$ cat src/rtl/arbitro_respuesta_pkg.sv
// Shared types and helpers for the result-word arbiter.
package arbitro_respuesta_pkg;

  // Arbiter FSM: idle/arbitrate, grant held, one dead cycle after a grant.
  typedef enum logic [1:0] {
    LIBRE     = 2'd0,
    CONCEDIDO = 2'd1,
    LIBERAR   = 2'd2
  } estado_t;

  // Default width of the shared datapath result word.
  localparam int ANCHO_DEF = 16;

  // Index width for a range of n values, never below one bit.
  function automatic int ancho_indice(input int n);
    return (n > 1) ? $clog2(n) : 1;
  endfunction

endpackage

$ cat src/rtl/arbitro_respuesta_prioridad_circular.sv
// Circular priority picker: first set request bit at or after puntero,
// wrapping modulo NUM_SOL.
module prioridad_circular
  import arbitro_respuesta_pkg::*;
#(
  parameter  int NUM_SOL = 4,
  localparam int PW      = ancho_indice(NUM_SOL)
) (
  input  logic [NUM_SOL-1:0] Solicitud,
  input  logic [PW-1:0]      puntero,
  output logic               hay,
  output logic [PW-1:0]      indice
);

  localparam int unsigned N = NUM_SOL;

  int unsigned pos;

  // Scan every requester once, starting from the pointer; keep the first hit.
  always_comb begin
    hay    = 1'b0;
    indice = '0;
    pos    = 0;
    for (int unsigned i = 0; i < N; i++) begin
      pos = (32'(puntero) + i) % N;
      if (!hay && Solicitud[pos]) begin
        hay    = 1'b1;
        indice = PW'(pos);
      end
    end
  end

endmodule

$ cat src/rtl/arbitro_respuesta.sv
// Round-robin arbiter sharing one datapath result word among NUM_SOL
// requesters. The granted requester sees a registered copy of Respuesta
// on Dato, qualified by Valido, until it drops its request or the grant
// times out after MAX_CICLOS cycles.
module arbitro_respuesta
  import arbitro_respuesta_pkg::*;
#(
  parameter int NUM_SOL    = 4,
  parameter int MAX_CICLOS = 8,
  parameter int ANCHO      = ANCHO_DEF
) (
  input  logic               Reloj,
  input  logic               Reset,
  input  logic [NUM_SOL-1:0] Solicitud,
  input  logic [ANCHO-1:0]   Respuesta,
  output logic [NUM_SOL-1:0] Concesion,
  output logic [ANCHO-1:0]   Dato,
  output logic               Valido,
  output logic               Ocupado,
  output logic               Expirado
);

  localparam int PW = ancho_indice(NUM_SOL);
  localparam int CW = ancho_indice(MAX_CICLOS);

  localparam logic [CW-1:0] CONT_FIN = CW'(MAX_CICLOS - 1);
  localparam logic [PW-1:0] IDX_ULT  = PW'(NUM_SOL - 1);

  estado_t       estado;
  logic [PW-1:0] puntero;
  logic [PW-1:0] puntero_sig;
  logic [PW-1:0] indice_act;
  logic [PW-1:0] indice_sel;
  logic          hay;
  logic [CW-1:0] contador;
  logic          activo_sigue;
  logic          fin_tiempo;

  prioridad_circular #(
    .NUM_SOL (NUM_SOL)
  ) u_prioridad (
    .Solicitud (Solicitud),
    .puntero   (puntero),
    .hay       (hay),
    .indice    (indice_sel)
  );

  // Concesion is one-hot, so masking it with the requests yields exactly
  // the granted requester's bit without indexing by the stored index.
  always_comb begin
    activo_sigue = |(Solicitud & Concesion);
    fin_tiempo   = (contador == CONT_FIN);
  end

  // Next pointer: the requester after the current grant, wrapping at NUM_SOL.
  always_comb begin
    if (indice_act == IDX_ULT) begin
      puntero_sig = '0;
    end else begin
      puntero_sig = indice_act + PW'(1);
    end
  end

  // Arbiter FSM with registered grant, data and status outputs.
  always_ff @(posedge Reloj) begin
    if (Reset) begin
      estado     <= LIBRE;
      puntero    <= '0;
      indice_act <= '0;
      contador   <= '0;
      Concesion  <= '0;
      Dato       <= '0;
      Valido     <= 1'b0;
      Ocupado    <= 1'b0;
      Expirado   <= 1'b0;
    end else begin
      Expirado <= 1'b0;
      case (estado)
        LIBRE: begin
          if (hay) begin
            Concesion  <= NUM_SOL'(1) << indice_sel;
            indice_act <= indice_sel;
            contador   <= '0;
            Ocupado    <= 1'b1;
            estado     <= CONCEDIDO;
          end
        end
        CONCEDIDO: begin
          Dato     <= Respuesta;
          contador <= contador + CW'(1);
          if (!activo_sigue || fin_tiempo) begin
            // A drop on the limit cycle wins over the timeout: Expirado
            // only pulses when the requester was still asking.
            Expirado  <= activo_sigue;
            Concesion <= '0;
            Valido    <= 1'b0;
            Ocupado   <= 1'b0;
            puntero   <= puntero_sig;
            estado    <= LIBERAR;
          end else begin
            Valido <= 1'b1;
          end
        end
        LIBERAR: begin
          estado <= LIBRE;
        end
        default: begin
          estado <= LIBRE;
        end
      endcase
    end
  end

  // Grant vector must never carry more than one bit.
  always_ff @(posedge Reloj) begin
    if (!Reset) begin
      assert ($onehot0(Concesion));
    end
  end

endmodule
$ cat config.mk
export PLATFORM = sky130hd
export DESIGN_NAME = arbitro_respuesta
export DESIGN_NICKNAME = d
export VERILOG_FILES = /design/src/rtl/arbitro_respuesta_pkg.sv /design/src/rtl/arbitro_respuesta_prioridad_circular.sv /design/src/rtl/arbitro_respuesta.sv
export SDC_FILE = /design/constraint.sdc
export NUM_CORES = 1
export LEC_CHECK = 0
export BUFFER_PORTS_ARGS = -buffer_cell sky130_fd_sc_hd__buf_2
export CAP_MARGIN = 10
export CORE_MARGIN = 2
export CORE_UTILIZATION = 52
export CTS_CLUSTER_SIZE = 40
export DETAILED_ROUTE_END_ITERATION = 12
export MAX_ROUTING_LAYER = met4
export PLACE_DENSITY_LB_ADDON = 0.05
export SYNTH_ARGS = -nofsm -noshare
export SYNTH_HDL_FRONTEND = slang
export SYNTH_SLANG_ARGS = --single-unit
$ cat constraint.sdc
create_clock -name Reloj -period 2.4 [get_ports Reloj]
set_clock_uncertainty 0.1 [all_clocks]
set_input_delay 0.36 -clock Reloj [delete_from_list [all_inputs] [get_ports Reloj]]
set_output_delay 0.36 -clock Reloj [all_outputs]
set_load 0.02 [all_outputs]
==> flow_summary.json, run 1 <==
{
  "antenna_violating_nets_post_route": 0,
  "met3RoutedLength_um": 143,
  "grt_pass1_wl_um": 4490,
  "finalCritPeriodShare_pct": 67.8,
  "critPathKind": "reg2reg",
  "synth.ff_latch_count": 32,
  "routed_wl_um": 2840,
  "path_delay_family": "simple AND/OR/NAND/NOR gates",
  "worst_slew_pin_slew_ns": 0.551,
  "place.gp.congestion": 0.727,
  "cp-end-kind": "flip-flop",
  "cts_max_path_buffers": 2,
  "commonest_non_fill_non_tap_cells_in_the_layout": "buf_2, nand2_1, dfxtp_1",
  "total_global_routing_track_utilization_pct": 21.6,
  "critical_path_required_ns": 2.55,
  "cts_buffers": 5,
  "cts_repair_resize_count": 0,
  "via_count_of_the_first_global_routing_pass": 1064,
  "maxClockFrequency_mhz": 615,
  "dieWidth_um": 54.7,
  "cts_root_buffer": "clkbuf_4",
  "grt_overflow": 0,
  "critPathSlowestCell": "nor2_1",
  "detail_route.first_pass.iterations": 4,
  "clk_latency_ns": 0.32,
  "finish.net_count": 221,
  "met1_length_um": 1270,
  "critPathMaxFanout": 13,
  "path_clk_slew_ns": 0.10,
  "die-height_um": 54.7,
  "clock_sink_count": 32,
  "crit_path_start_kind": "flip-flop",
  "cts_setup_buffers": 0,
  "status": "finished clean",
  "cp_slowest_stage_delay_ns": 0.43,
  "grt_max_degree": 31,
  "hold_viol": 0,
  "topRoutingLayerUsed": "met4",
  "dr.first_iter.drc_count": 9,
  "post_synth_num_cell_types": 35,
  "area_delta_synth_final_pct": 22.8,
  "dp_hpwl_um": 2130,
  "cts_tree": "done",
  "yosysSeqAreaShare_pct": 47.9,
  "avgSynthCellArea_um2": 8.85,
  "ir_drop_mv": 0.524,
  "worstPathArrival_ns": 1.77,
  "ctsHoldBuffers": 0,
  "grt_setup_unrepaired": "false",
  "detailed_route_drc_error_count": 0,
  "post_synthesis_instance_area_mm2": 0.00134,
  "maxCapViolCount": 0,
  "buffers_inverters_on_critical_path": 2,
  "wl_cell_um": 12.5,
  "synth_fp_nets": 176,
  "fin_crit_ns": 1.63,
  "antenna_violations_before_repair": 0,
  "maxSlewViolCount": 0,
  "timing.critical_path.cells": "inv_1, nor2_1, buf_4, nand2_1, a21oi_1",
  "leakagePower_nw": 0.737,
  "core.rowCount": 18,
  "synth_cells": 151,
  "yosysWarnings": 0,
  "detailroute.wirelength.met2_um": 1400,
  "initial_core_util_pct": 54.4,
  "fin_util_pct": 66.8,
  "design.die.area_mm2": 0.00299,
  "vias": 1224,
  "design.core.area_mm2": 0.00245,
  "final_layout_size_suffix_gt1_share_pct": 31.5,
  "setup-tns-final_ns": 0,
  "placement.io_buffers": 44,
  "min_delay_worst_type": "in2reg",
  "setup_violations": 0,
  "most_common_library_cell_in_the_layout_ignoring_fill_and_taps": "buf_2",
  "htree_num_levels": 2,
  "route.detailed.vias_per_inst": 5.39,
  "io-pin-count": 45,
  "worst_slew_slack_as_a_fraction_of_its_limit_pct": 63.3,
  "diodes": 0,
  "power_density_mw_per_mm2": 737
}
worst reg2reg max path: stages (launching register included):
cell	delay, ns
dfxtp_1	0.42
inv_1	0.11
nor2_1	0.43
buf_4	0.29
nand2_1	0.07
a21oi_1	0.12
report_power, final:
part / switching (mW) / internal (mW)
clock: 0.172 / 0.139
sequential: 0.0377 / 0.581
combinational: 0.174 / 0.105
total: 0.384 / 0.825
cell usage after synthesis:
| library cell | instances | area share, % |
|---|---|---|
| a21boi_0 | 1 | 0.56 |
| o22a_2 | 1 | 0.75 |
| o21ai_0 | 3 | 1.1 |
| clkbuf_1 | 6 | 1.7 |
| o41ai_1 | 1 | 0.66 |
| buf_1 | 2 | 0.56 |
| a21o_1 | 1 | 0.56 |
| inv_1 | 3 | 0.84 |
| a21oi_1 | 25 | 9.4 |
| nor2_1 | 5 | 1.4 |
| o2bb2ai_1 | 2 | 1.3 |
| o221ai_1 | 2 | 1.3 |
| nor4_4 | 1 | 1.6 |
| a22oi_1 | 2 | 1.1 |
| a211o_2 | 1 | 0.75 |
| nand2_1 | 36 | 10 |
| o31ai_1 | 1 | 0.56 |
| ha_1 | 3 | 2.8 |
| o21a_1 | 1 | 0.56 |
| dfxtp_1 | 32 | 48 |
| or4_1 | 1 | 0.56 |
| a22oi_4 | 2 | 3.2 |
| nor2b_1 | 2 | 0.94 |
| a211oi_1 | 1 | 0.56 |
| nor3b_1 | 1 | 0.56 |
| nor4_2 | 1 | 0.94 |
| a32o_1 | 2 | 1.5 |
| mux2i_1 | 1 | 0.75 |
| nor4_1 | 1 | 0.47 |
| nor3_1 | 3 | 1.1 |
| nand2b_1 | 2 | 0.94 |
| o22ai_1 | 1 | 0.47 |
| a21oi_2 | 2 | 1.3 |
| a22o_1 | 1 | 0.66 |
| or3_1 | 1 | 0.47 |
flip-flops by register name, indices dropped and copies added (netlist names):
signal / cells
Valido: 1
Ocupado: 1
Expirado: 1
contador: 3
Concesion: 4
puntero: 2
estado: 2
indice_act: 2
Dato: 16
layer usage:
metal | global-route usage [%] | vias up
met5 | - | -
met4 | 7.50 | 0
met3 | 6.56 | 6
met2 | 34.1 | 30
met1 | 26.0 | 561
li1 | - | 627
cell type report:
| type | instances | area, um2 |
|---|---|---|
| clock buffer | 6 | 51.3 |
| clock inverter | 2 | 10.0 |
| fill | 223 | 815 |
| inverter | 3 | 11.3 |
| timing repair buffer | 46 | 235 |
| tap | 30 | 37.5 |
| multi-input combinational | 108 | 654 |
| sequential | 32 | 641 |
logic make-up (layout without fill, tap and decap cells):
group | after synthesis | in the layout | share of synthesized area [%]
buffers and inverters | 11 | 57 | 3.09
AOI/OAI and AO/OA | 50 | 50 | 26.3
and+or+nand+nor | 54 | 54 | 19.1
muxes | 1 | 1 | 0.749
DFF | 32 | 32 | 47.9
adders and majority gates | 3 | 3 | 2.81
stage by stage:
stage	hold WS [ns]	instance area (um2)	instances	setup WS [ns]	power [mW]
finish	0.170	1640	227	0.774	1.21
global route	0.160	1640	227	0.603	1.28
CTS	0.157	1640	227	0.772	1.22
detailed placement	0.344	1580	219	0.723	0.911
global placement	0.341	1580	219	0.769	0.901
floorplan	0.340	1340	151	0.927	0.814
worst paths after layout:
kind                  end  slack, ns         start  cells after the start
setup / recovery  Dato[0]       0.77     estado[0]                      5
hold / removal    Dato[8]       0.17  Respuesta[8]                      3
setup reg to reg  Dato[0]       0.77     estado[0]                      5
hold reg to reg   Dato[7]       0.36       Dato[7]                      2
Power figures use the tool's default switching activity.
==> inputs of run 2 (changes only) <==
Settings changed: CORE_UTILIZATION 52 to 44.
Clock period 2.4 ns to 1.4 ns, I/O delays scaled along.
==> flow_summary.json, run 2 (synthesis results as in run 1) <==
{
  "status": "finished with violations",
  "violated_checks": "negative setup slack",
  "maxSlewViolCount": 0,
  "total_global_routing_track_utilization_pct": 21.5,
  "critPathMaxFanout": 4,
  "design.die.area_mm2": 0.00349,
  "io-pin-count": 45,
  "cts_max_path_buffers": 2,
  "via_count_of_the_first_global_routing_pass": 1227,
  "cp-end-kind": "flip-flop",
  "dieWidth_um": 59.1,
  "cp_slowest_stage_delay_ns": 0.35,
  "most_common_library_cell_in_the_layout_ignoring_fill_and_taps": "buf_2",
  "cts_tree": "done",
  "stdcell_count": 252,
  "maxClockFrequency_mhz": 685,
  "met3RoutedLength_um": 208,
  "place.gp.congestion": 0.878,
  "crit_path_start": "contador[0]",
  "power_density_mw_per_mm2": 1250,
  "cts_root_buffer": "clkbuf_4",
  "grt_setup_unrepaired": "true",
  "initial_core_util_pct": 47.2,
  "critPathKind": "reg2reg",
  "dpl.cell_count": 231,
  "wl_cell_um": 14.0,
  "clk_latency_ns": 0.34,
  "detailed_route_drc_error_count": 0,
  "commonest_non_fill_non_tap_cells_in_the_layout": "buf_2, nand2_1, dfxtp_1",
  "path_delay_family": "compound AO/OA/AOI/OAI gates",
  "timing.critical_path.cells": "ha_4, ha_4, a211o_2, a21oi_4, a32o_1",
  "largestRegisters": "Dato: 16 flops, Concesion: 4 flops, contador: 3 flops",
  "min_delay_worst_type": "in2reg",
  "cts_buffers": 5,
  "diodes": 0,
  "grt_overflow": 0,
  "topRoutingLayerUsed": "met4",
  "ir_drop_mv": 0.802,
  "finalCritPeriodShare_pct": 104,
  "setup_slack_ns": -0.0588,
  "antenna_violating_nets_post_route": 0,
  "design.core.area_mm2": 0.00283,
  "antenna_violations_before_repair": 0,
  "clock_sink_count": 32,
  "dp_hpwl_um": 2320,
  "route.detailed.vias_per_inst": 5.41,
  "area_delta_synth_final_pct": 49.4,
  "detail_route.first_pass.iterations": 4,
  "met1_length_um": 1530,
  "critical_path_required_ns": 1.58,
  "routed_wl_um": 3530,
  "critPathSlowestCell": "dfxtp_2",
  "layout.filler_cells": 241,
  "grt_max_degree": 17,
  "multi_input_area_um2": 736,
  "vias": 1364,
  "dr.first_iter.drc_count": 71,
  "worst_slew_slack_as_a_fraction_of_its_limit_pct": 65.6,
  "hold_viol": 0,
  "htree_num_levels": 2,
  "leakagePower_nw": 0.875,
  "largest_reg_flops": 16,
  "worstPathArrival_ns": 1.63,
  "finish.net_count": 245,
  "fin_crit_ns": 1.46,
  "worst_slew_pin_slew_ns": 0.513,
  "maxCapViolCount": 0,
  "ff_latch_area_um2": 652,
  "setup_violations": 5,
  "path_common_cell": "ha_4",
  "holdCritStartpoint": "Respuesta[9]",
  "r2r-start": "contador[0]",
  "core.rowCount": 19,
  "path_clk_slew_ns": 0.10,
  "regMostFlops": "Dato",
  "cts_setup_buffers": 0,
  "die-height_um": 59.1,
  "final_layout_size_suffix_gt1_share_pct": 41.2,
  "fin_worst_hold_slack_ns": 0.00341,
  "crit_path_start_kind": "flip-flop",
  "grt_pass1_wl_um": 5420,
  "detailroute.wirelength.met2_um": 1760,
  "placement.io_buffers": 44,
  "buffers_inverters_on_critical_path": 0
}
[run 2: changes by cell type in the layout (fill, tap and decap cells not counted), moves of 4 or more]
cell           change
dlygate4sd3_1     +13
dfxtp_2            +9
a21oi_1            -4
buf_4              +9
dfxtp_1            -9
[run 2: power breakdown]
group          switching [mW]  internal, mW
clock network           0.324         0.474
registers              0.0690          1.00
logic                   0.349         0.275
total                   0.743          1.75
[run 2: timing repair]
item	in CTS	in global routing
gates resized for setup	4	11
gates cloned	0	0
setup endpoints to repair	6	23
pin swaps	2	1
hold buffers	12	1
endpoints found under the hold margin	12	1
[run 2: tightest hold or removal path, cell delays in order]
cell and delay (ns):
buf_2 0.10, nand2_1 0.04, a21oi_1 0.05
[run 2: area by class of cell]
type	count	share of cell area (%)
clock inverters	1	1.50
repair buffers	70	23.2
flip-flops and latches	32	32.6
inverters	3	0.564
multi-input cells	108	36.8
well taps	31	1.94
clock buffers	7	3.26
[run 2: final timing paths]
kind / end / slack (ns) / cells past startpoint
setup / recovery: Concesion[3] / -0.06 / 5
hold / removal: Dato[9] / 0.003 / 3
setup reg to reg: Concesion[3] / -0.06 / 5
hold reg to reg: Dato[5] / 0.36 / 2
[run 2: per-stage QoR]
stage	TNS [ns]	power (mW)	utilization [%]	area [um2]	worst slack, ns
2_1_floorplan	-0.00221	1.40	-	1370	-0.00221
3_3_place_gp	-0.313	1.62	60.4	1710	-0.0757
3_5_place_dp	-0.676	1.64	60.4	1710	-0.135
4_1_cts	-0.121	2.47	69.0	1950	-0.0448
5_1_grt	-0.510	2.62	70.6	2000	-0.100
6_report	-0.196	2.49	70.6	2000	-0.0588
[run 2: metal layers]
| metal | vias to the layer above | global-route usage (%) |
|---|---|---|
| met5 | - | - |
| met4 | 0 | 6.17 |
| met3 | 7 | 8.52 |
| met2 | 48 | 34.0 |
| met1 | 630 | 25.2 |
| li1 | 679 | - |
==> inputs of run 3 (changes only) <==
Settings changed: PLACE_DENSITY set to 0.77, PLACE_DENSITY_LB_ADDON 0.05 to unset.
==> flow_summary.json, run 3 (synthesis results as in run 1) <==
{
  "clk_latency_ns": 0.33,
  "cts_tree": "done",
  "core.rowCount": 19,
  "place.gp.congestion": 0.812,
  "vias": 1342,
  "most_common_library_cell_in_the_layout_ignoring_fill_and_taps": "buf_2",
  "worst_slew_slack_as_a_fraction_of_its_limit_pct": 67.7,
  "commonest_non_fill_non_tap_cells_in_the_layout": "buf_2, nand2_1, dfxtp_1",
  "regMostFlops": "Dato",
  "power_density_mw_per_mm2": 1290,
  "finish.instance_area_mm2": 0.00190,
  "path_clk_slew_ns": 0.10,
  "grt_max_degree": 18,
  "hold_viol": 0,
  "leakagePower_nw": 0.857,
  "min_delay_worst_type": "in2reg",
  "antenna_violations_before_repair": 0,
  "worstPathArrival_ns": 1.63,
  "maxCapViolCount": 0,
  "largestRegisters": "Dato: 16 flops, Concesion: 4 flops, contador: 3 flops",
  "setup-tns-final_ns": -0.173,
  "initial_core_util_pct": 47.2,
  "die-height_um": 59.1,
  "critPathKind": "reg2reg",
  "critical_path_required_ns": 1.57,
  "violated_checks": "negative setup slack",
  "antenna_violating_nets_post_route": 0,
  "dieWidth_um": 59.1,
  "dpl-instance-area_mm2": 0.00175,
  "critPathSlowestCell": "or4_4",
  "grt_overflow": 0,
  "cts_max_path_buffers": 2,
  "total_power_mw": 2.46,
  "largest_reg_flops": 16,
  "status": "finished with violations",
  "cts_buffers": 5,
  "final_layout_size_suffix_gt1_share_pct": 44.4,
  "htree_num_levels": 2,
  "grt_setup_unrepaired": "true",
  "grt_pass1_wl_um": 5490,
  "maxClockFrequency_mhz": 684,
  "finalCritPeriodShare_pct": 104,
  "maxSlewViolCount": 0,
  "setup_slack_ns": -0.0617,
  "total_global_routing_track_utilization_pct": 22.0,
  "worst_slew_pin_slew_ns": 0.481,
  "wl_cell_um": 14.0,
  "clock_sink_count": 32,
  "dr.first_iter.drc_count": 33,
  "rrSetupSlack_ns": -0.06,
  "timing.critical_path.cells": "ha_4, ha_4, a21oi_4, or4_4, a21oi_2",
  "timing.reg2reg.worst_path_depth": 5,
  "setup_violations": 6,
  "via_count_of_the_first_global_routing_pass": 1281,
  "path_common_cell": "ha_4",
  "fin_crit_ns": 1.46,
  "cp_slowest_stage_delay_ns": 0.48,
  "routed_wl_um": 3460,
  "pre_cts_worst_setup_slack_ns": -0.149,
  "stdcell_count": 247,
  "worst_hold_path.num_cells": 3,
  "ir_drop_mv": 0.902,
  "dp_hpwl_um": 2580,
  "detailed_route_drc_error_count": 0,
  "route.detailed.vias_per_inst": 5.43,
  "design.die.area_mm2": 0.00349,
  "io-pin-count": 45,
  "dpl.cell_count": 238,
  "finish.net_count": 240,
  "cp-end-kind": "flip-flop",
  "design.core.area_mm2": 0.00283,
  "area_delta_synth_final_pct": 42.4,
  "detail_route.first_pass.iterations": 4,
  "diodes": 0,
  "cts_root_buffer": "clkbuf_4",
  "critPathMaxFanout": 4,
  "placement.io_buffers": 44,
  "crit_path_start_kind": "flip-flop",
  "cts_setup_buffers": 0
}
## run 3: worst max-delay path: cells and delay by family, from the launching register on
family / cells / cell delay (ns)
simple gates: 1 / 0.48
flops: 1 / 0.36
fa+ha+maj: 2 / 0.28
compound gates: 2 / 0.18
## run 3: power breakdown
| part | switching [mW] | leakage [nW] | internal, mW | total (mW) |
|---|---|---|---|---|
| Clock | 0.307 | 0.0515 | 0.474 | 0.781 |
| Sequential | 0.0673 | 0.265 | 1.00 | 1.07 |
| Combinational | 0.347 | 0.540 | 0.262 | 0.609 |
| Total | 0.721 | 0.857 | 1.74 | 2.46 |
## run 3: repair_timing
item	in CTS	in global routing
hold buffers	0	1
setup endpoints to repair	7	27
hold endpoints to repair	0	1
pin swaps	1	3
gates resized for setup	5	7
## run 3: stage by stage
stage	hold slack, ns	util (%)
after floorplan	0.246	-
after global placement	0.338	61.8
after detailed placement	0.343	61.8
after CTS	0.00302	66.0
after global routing	0.00474	67.3
final	0.0121	67.3
## run 3: final timing paths
check                                    from          to
worst max-delay path              contador[0]  puntero[0]
worst min-delay path            Respuesta[11]    Dato[11]
worst max register to register    contador[0]  puntero[0]
worst min register to register       Dato[15]    Dato[15]
## run 3: layout make-up
type | instances | area [um2]
clock buffers | 7 | 65.1
clock inverters | 1 | 30.0
fillers | 217 | 926
inverters | 3 | 11.3
multi-input cells | 108 | 723
flip-flops and latches | 32 | 651
well taps | 31 | 38.8
repair buffers | 65 | 384
## run 3: routing by layer
layer	global-route usage (%)	part of all wire, %
met5	-	0
met1	24.2	43
met3	6.11	4.4
met4	10.7	1.1
met2	36.3	52
